--- src/rtl/mips_dbg_pkg.sv ---
// Shared definitions for the MIPS debug blocks: default memory geometry,
// the legal instruction-memory read latency range and the readback FSM states.
package mips_dbg_pkg;

    localparam int ADDR_W_DEF = 5;
    localparam int DATA_W_DEF = 32;

    localparam int RD_LAT_MIN = 1;
    localparam int RD_LAT_MAX = 3;

    // Wide enough to hold any legal read latency value
    localparam int LAT_CNT_W = $clog2(RD_LAT_MAX + 1);

    typedef enum logic [2:0] {
        IDLE,
        ISSUE,
        WAIT,
        HOLD,
        DONE
    } readbackState_t;

endpackage

--- src/rtl/ins_mem_readback.sv ---
// Instruction-memory readback engine: while the CPU is held in clear it walks
// an inclusive (possibly wrapping) address range, streams each word out on a
// valid/ready port and keeps an XOR checksum plus a count of accepted words.
module ins_mem_readback
    import mips_dbg_pkg::*;
#(
    parameter int ADDR_W = ADDR_W_DEF,
    parameter int DATA_W = DATA_W_DEF,
    parameter int RD_LAT = 1
) (
    input  logic              clk,
    input  logic              RST,
    input  logic              start,
    input  logic              abort,
    input  logic [ADDR_W-1:0] StartAddr,
    input  logic [ADDR_W-1:0] EndAddr,
    output logic              InsRdEN,
    output logic [ADDR_W-1:0] InsRdAddr,
    input  logic [DATA_W-1:0] InsDataOut,
    output logic              DumpValid,
    input  logic              DumpReady,
    output logic [ADDR_W-1:0] DumpAddr,
    output logic [DATA_W-1:0] DumpData,
    output logic              busy,
    output logic              done,
    output logic [DATA_W-1:0] Checksum,
    output logic [ADDR_W:0]   WordCnt
);

    readbackState_t state;
    readbackState_t nextState;

    logic [ADDR_W-1:0]    ptr;
    logic [ADDR_W-1:0]    endAddr;
    logic [DATA_W-1:0]    dataReg;
    logic [LAT_CNT_W-1:0] latCnt;

    logic acceptStart;
    logic lastWait;
    logic beatTaken;

    // start is only honoured in IDLE, and there it beats a simultaneous abort;
    // an abort in HOLD suppresses the handshake so the beat is not counted
    assign acceptStart = (state == IDLE) && start;
    assign lastWait    = (state == WAIT) && (latCnt == LAT_CNT_W'(1));
    assign beatTaken   = (state == HOLD) && DumpReady && !abort;

    // State register
    always_ff @(posedge clk or posedge RST) begin
        if (RST) begin
            state <= IDLE;
        end else begin
            state <= nextState;
        end
    end

    // Next-state logic: abort pulls every active state straight back to IDLE
    always_comb begin
        nextState = state;
        unique case (state)
            IDLE: begin
                if (start) begin
                    nextState = ISSUE;
                end
            end
            ISSUE: begin
                nextState = abort ? IDLE : WAIT;
            end
            WAIT: begin
                if (abort) begin
                    nextState = IDLE;
                end else if (lastWait) begin
                    nextState = HOLD;
                end
            end
            HOLD: begin
                if (abort) begin
                    nextState = IDLE;
                end else if (DumpReady) begin
                    nextState = (ptr == endAddr) ? DONE : ISSUE;
                end
            end
            DONE: begin
                nextState = IDLE;
            end
            default: begin
                nextState = IDLE;
            end
        endcase
    end

    // Moore outputs; the beat fields are forced to zero outside HOLD
    always_comb begin
        InsRdEN   = (state == ISSUE);
        InsRdAddr = ptr;
        DumpValid = (state == HOLD);
        DumpAddr  = (state == HOLD) ? ptr : '0;
        DumpData  = (state == HOLD) ? dataReg : '0;
        busy      = (state != IDLE);
        done      = (state == DONE);
    end

    // Datapath: range pointers, latency countdown, captured word and totals
    always_ff @(posedge clk or posedge RST) begin
        if (RST) begin
            ptr      <= '0;
            endAddr  <= '0;
            dataReg  <= '0;
            latCnt   <= '0;
            Checksum <= '0;
            WordCnt  <= '0;
        end else begin
            if (acceptStart) begin
                ptr      <= StartAddr;
                endAddr  <= EndAddr;
                Checksum <= '0;
                WordCnt  <= '0;
            end

            if (state == ISSUE) begin
                latCnt <= LAT_CNT_W'(RD_LAT);
            end else if ((state == WAIT) && (latCnt != '0)) begin
                latCnt <= latCnt - LAT_CNT_W'(1);
            end

            if (lastWait) begin
                dataReg <= InsDataOut;
            end

            if (beatTaken) begin
                Checksum <= Checksum ^ dataReg;
                WordCnt  <= WordCnt + (ADDR_W + 1)'(1);
                if (ptr != endAddr) begin
                    ptr <= ptr + ADDR_W'(1);
                end
            end
        end
    end

endmodule
--- config.mk ---
export PLATFORM = sky130hd
export DESIGN_NAME = ins_mem_readback
export DESIGN_NICKNAME = d
export VERILOG_FILES = /design/src/rtl/mips_dbg_pkg.sv /design/src/rtl/ins_mem_readback.sv
export SDC_FILE = /design/constraint.sdc
export NUM_CORES = 1
export LEC_CHECK = 0
export ABC_AREA = 0
export BUFFER_PORTS_ARGS = -buffer_cell sky130_fd_sc_hd__buf_2
export CORE_ASPECT_RATIO = 1.4
export CORE_UTILIZATION = 42
export CTS_CLUSTER_SIZE = 12
export DETAILED_ROUTE_END_ITERATION = 10
export PLACE_DENSITY = 0.65
export SYNTH_ARGS = -nofsm -noshare
export SYNTH_HDL_FRONTEND = slang
export SYNTH_SLANG_ARGS = --single-unit
--- constraint.sdc ---
create_clock -name clk -period 2.78 [get_ports clk]
set_input_delay 0.139 -clock clk [delete_from_list [all_inputs] [get_ports clk]]
set_output_delay 0.139 -clock clk [all_outputs]
set_load 0.01 [all_outputs]
# After elaboration in Yosys (flattened, before gate mapping)
# Cells that the tools add are included.
[classes]
n_addsub = 3
eq_ne = 10
muxes = 19
bitwise = 1
reduce_logical = 12
[op_table]
columns = ["cell", "count"]
rows = [
  ["32-bit two-way mux", 3],
  ["32-bit bitwise XOR", 1],
  ["5-bit two-way mux", 4],
  ["3-bit two-way mux", 6],
  ["6-bit two-way mux", 2],
  ["3-bit case mux with 4 select lines", 1],
  ["6-bit by 1-bit adder with 6-bit output (second input constant)", 1],
  ["3-bit by 2-bit == test with 1-bit output (second input constant)", 2],
  ["2-bit two-way mux", 3],
  ["2-bit nonzero test", 3],
  ["5-bit by 1-bit adder with 5-bit output (second input constant)", 1],
  ["5-bit == test", 1],
  ["1-bit logical AND", 5],
  ["5-bit inequality test", 1],
  ["3-bit by 1-bit == test with 1-bit output (second input constant)", 1],
  ["3-bit == test (second input constant)", 1],
  ["3-bit logical NOT", 1],
  ["3-bit by 2-bit inequality test with 1-bit output (second input constant)", 1],
  ["3-bit inequality test (second input constant)", 1],
  ["3-bit AND reduction", 1],
  ["3-bit nonzero test", 1],
  ["2-bit by 1-bit == test with 1-bit output (second input constant)", 1],
  ["2-bit inequality test (second input constant)", 1],
  ["2-bit by 1-bit subtractor with 2-bit output (second input constant)", 1],
  ["1-bit logical NOT", 1],
]
[totals]
regBits = 85
word_cells = 52

# Depth between registers and ports, before layout
[logic_depth]
depth_word = 5
depth_mapped = 7

# Least setup slack after synthesis
# Ideal clock, no wire load.
[synth_timing]
path_kind = "reg2reg"
startpoint = "register ptr[0] (netlist: InsRdAddr[0])"
endpoint = "register ptr[4] (netlist: InsRdAddr[4])"
setup_ns = 0.130
arrival_ns = 1.734
required_ns = 2.650
slack_ns = 0.916
path_stages_with_launch = 7
cell_sequence = "dfrtp_1 -> buf_6 -> xor2_1 -> or4_4 -> or4_1 -> o221ai_1 -> a31oi_1"
[synth_between]
elab_chain_cells = 3
[synth_rtl]
columns = ["element", "line", "rtl"]
rows = [
  ["start, declared", "ins_mem_readback.sv:33", "logic [ADDR_W-1:0] ptr;"],
  ["start signal, assigned", "ins_mem_readback.sv:114", "ptr <= StartAddr;"],
  ["start signal, assigned", "ins_mem_readback.sv:134", "ptr <= ptr + ADDR_W'(1);"],
  ["5-bit by 1-bit adder with 5-bit output / 5-bit inequality test (equally long branches)", "ins_mem_readback.sv:134, ins_mem_readback.sv:133", ""],
  ["5-bit two-way mux (*)", "ins_mem_readback.sv:133", "if (ptr != endAddr) begin"],
  ["5-bit two-way mux (*)", "ins_mem_readback.sv:130", "if (beatTaken) begin"],
]
# Mark *: on every way between the ends. The rest lies on a longest branch, timed or not.
# A chain may end at the register's enable or synchronous reset.

# Worst setup path after layout
[layout_timing]
startpoint = "register state[1]"
endpoint = "register Checksum[29]"
[layout_between]
elab_chain_cells = 4
[layout_rtl]
columns = ["element", "line", "rtl"]
rows = [
  ["start, declared", "ins_mem_readback.sv:30", "readbackState_t state;"],
  ["start signal, assigned", "ins_mem_readback.sv:53", "state <= nextState;"],
  ["3-bit by 2-bit == test with 1-bit output", "ins_mem_readback.sv:46", "assign beatTaken = (state == HOLD) && DumpReady && !abort;"],
  ["1-bit logical AND (2 in a row)", "ins_mem_readback.sv:46", ""],
  ["32-bit two-way mux / 2-bit nonzero test (equally long branches)", "--", ""],
  ["end signal, assigned", "ins_mem_readback.sv:131", "Checksum <= Checksum ^ dataReg;"],
  ["end, declared", "ins_mem_readback.sv:26", "output logic [DATA_W-1:0] Checksum,"],
]
# Several ways; a longest one is shown, not always the timed one.

==> run summary <==
Synth-to-Final Area Change = 26.76%
most common cell in the netlist = dfrtp_1
Avg Vias per Cell = 5.119
Top FF cell, synth = dfrtp_1
Final Net Count = 570
Cell Area, Synth = 0.003979 mm^2
Setup Crit Path Kind = reg2reg
reg2reg path depth = 5
crit end category = flop
Max Cap Viol = 0
Post-Syn Instances = 391
largest net degree at the start of global routing = 86
ANT cells = 0
post_cts resized = 0
crit path DAT = 2.29 ns
Post-Syn Area per Cell = 10.18 um^2
total core area = 0.009131 mm^2
pwr/cell area = 1084 mW/mm^2
area share of the largest cell type after synthesis = 53.46%
setup violators final = 0
post-route ant nets = 0
outcome = complete, but fails checks
WL final = 9.318 mm
grt met1 use = 25.07%
clock buffer count from CTS = 9
gp weighted congestion = 0.7555
Seq/Total Area, Yosys = 53.46%
Crit path max-delay family = simple AND/OR/NAND/NOR gates
Max Fclk = 480.0 MHz
most frequent cells after synthesis = dfrtp_1 (85), nand2_1 (57), o21ai_0 (41), nand3_1 (40), and2_1 (37)
IO Count = 131
ys async rst share = 100.0%
Slew Limit Headroom = 65.69%
Residual DRC = 10
CP bufs+invs = 1
unrepaired setup endpoints after global routing = false
full die area = 0.009872 mm^2
FF-to-FF Start = state[1]
clk sinks = 85
CTS clk-pin slew, worst paths = 0.06 ns
Synth Warn # = 0
Fin. Hold Viols = 0
clk root buf = clkbuf_16
Die Span Y = 117.2 um
# port buffers = 130
wire per inst = 14.77 um
clk buf depth = 2
CP Launch Point = state[1]
Critical Path Fanout Max = 27
Final TNS setup = 0 ns
synthesized flop and latch total = 85
initial antenna violation count = 0
Critical Path End = Checksum[29]
gr ovfl total = 0
Post-CTS Setup Bufs = 0
met3 usage = 4.839%
worst slew pin tran = 0.5146 ns
gr busiest metal = met2
Synth cell types = 44
max incr delay on CP = 0.51 ns
later-pin clock latency in the skew report = 0.33 ns
cell count along the critical path = 5
CTS tree = yes
Worst Setup Start Kind = flop
share of cells above drive strength 1 = 37.21%
Die X = 84.26 um
syn nets = 442
Critical Path RT = 2.99 ns
Setup Skew = 0.007304 ns
Final Max Tran Viols = 0
worst path cell trace = or3_4 > or2_2 > buf_4 > nand3_1 > o21ai_0
static leakage = 2.519 nW
failing checks = DRC
Global Route Usage Sum = 19.32%
reg2reg setup slack = 0.70 ns
Rows = 41
Post-synth EDFFs = 0
fin crit share = 74.93%
Iter 0 DRT Violations = 197
min Tclk post-route = 2.083 ns
Power Total = 5.467 mW
first-pass GRT wire length = 14.77 mm
vias in the first global route = 2,977
Initial Util = 43.57%
most area-hungry cell type in the Yosys netlist = dfrtp_1
Worst R2R End = Checksum[29]
CP max-delay cell = dfrtp_1
VDD IR max = 0.0005104 V
GR Layer Usage met2 = 31.64%
Synth area leaders = dfrtp_1 (53%), mux2_2 (8.2%), and2_1 (5.8%), nand2_1 (5.4%), o21ai_0 (5.2%)
Initial DRT Pass Iterations = 7
hold crit path type = in2reg
H-tree levels = 3
Final HPWL DP = 6.483 mm
Vias = 3,230
[repair_timing]
action	CTS	global route
hold buffers	2	0
endpoints found under the setup margin	0	0
endpoints found under the hold margin	86	0
[per-stage QoR]
stage	cells	hold slack [ns]	area, um^2	utilization [%]	setup slack (ns)
after floorplan	391	0.2444	3979	-	0.4475
after global placement	613	0.2727	4727	51.77	0.7715
after detailed placement	613	0.2766	4727	51.77	0.6834
after CTS	631	0.002581	5044	55.23	0.6904
after global routing	631	0.01083	5044	55.23	0.5596
final	631	0.01514	5044	55.23	0.6968
[how the worst min path moves through the flow]
| stage | startpoint | to | slack, ns | depth (start not counted) |
|---|---|---|---|---|
| 4_1_cts | EndAddr[3] | endAddr[3] | 0.003 | 3 |
| 6_report | EndAddr[3] | endAddr[3] | 0.02 | 3 |
| 2_1_floorplan | EndAddr[1] | endAddr[1] | 0.24 | 2 |
| 3_5_place_dp | RST | dataReg[9] | 0.28 | 3 |
| 5_1_grt | InsDataOut[25] | dataReg[25] | 0.01 | 2 |
| 3_3_place_gp | RST | dataReg[4] | 0.27 | 3 |
[cell usage in the layout (no fill, tap or decap), types with 3 or more instances in the layout]
cell type	synthesis	layout
buf_2	14	130
dfrtp_1	85	85
nand2_1	57	57
o21ai_0	41	41
nand3_1	40	40
and2_1	37	36
mux2_2	29	29
nor2_1	13	12
clkbuf_16	0	9
a21oi_1	7	7
buf_4	0	7
inv_1	7	6
xor2_1	5	5
nor3_1	4	4
ha_1	4	4
a31oi_1	3	3
o22ai_1	3	3
mux2_1	3	3
clkbuf_8	1	3
[power by group]
part,internal (mW),switching [mW]
sequential,1.77,0.495
clock,0.682,0.476
combinational,0.992,1.05
[logic make-up after synthesis]
family	share of synthesized area (%)
adders and majority gates	1.258
xor gates and xnor gates	1.509
AOI/OAI and AO/OA	9.560
DFF	53.46
muxes	9.056
buffers and inverters	3.899
and+or+nand+nor	21.26
[state kept, by name, summed over array words and instances, names as in the netlist]
signal	count
Checksum	32
InsRdAddr	5
WordCnt	6
latCnt	2
dataReg	32
endAddr	5
state	3
[routing by layer]
| layer | part of all wire, % | vias up | routed length, um |
|---|---|---|---|
| met1 | 45 | 1534 | 4180 |
| met3 | 4.6 | 8 | 430 |
| met5 | 0 | - | 0 |
| met2 | 49 | 77 | 4600 |
| li1 | - | 1611 | - |
| met4 | 1.1 | 0 | 107 |
[layout make-up]
| class | instances | area [um^2] |
|---|---|---|
| Multi-Input combinational cell | 276 | 1715 |
| Clock buffer | 12 | 266.5 |
| Sequential cell | 85 | 2127 |
| Fill cell | 853 | 4088 |
| Clock inverter | 4 | 30.03 |
| Timing Repair Buffer | 140 | 743.2 |
| Tap cell | 107 | 133.9 |
| Inverter | 7 | 27.53 |
[worst min-delay path: cells and delay by family]
family	cells	cell delay, ns
buf+inv	1	0.07
simple gates	2	0.10
Note: power is estimated with default switching activity, not from simulation.
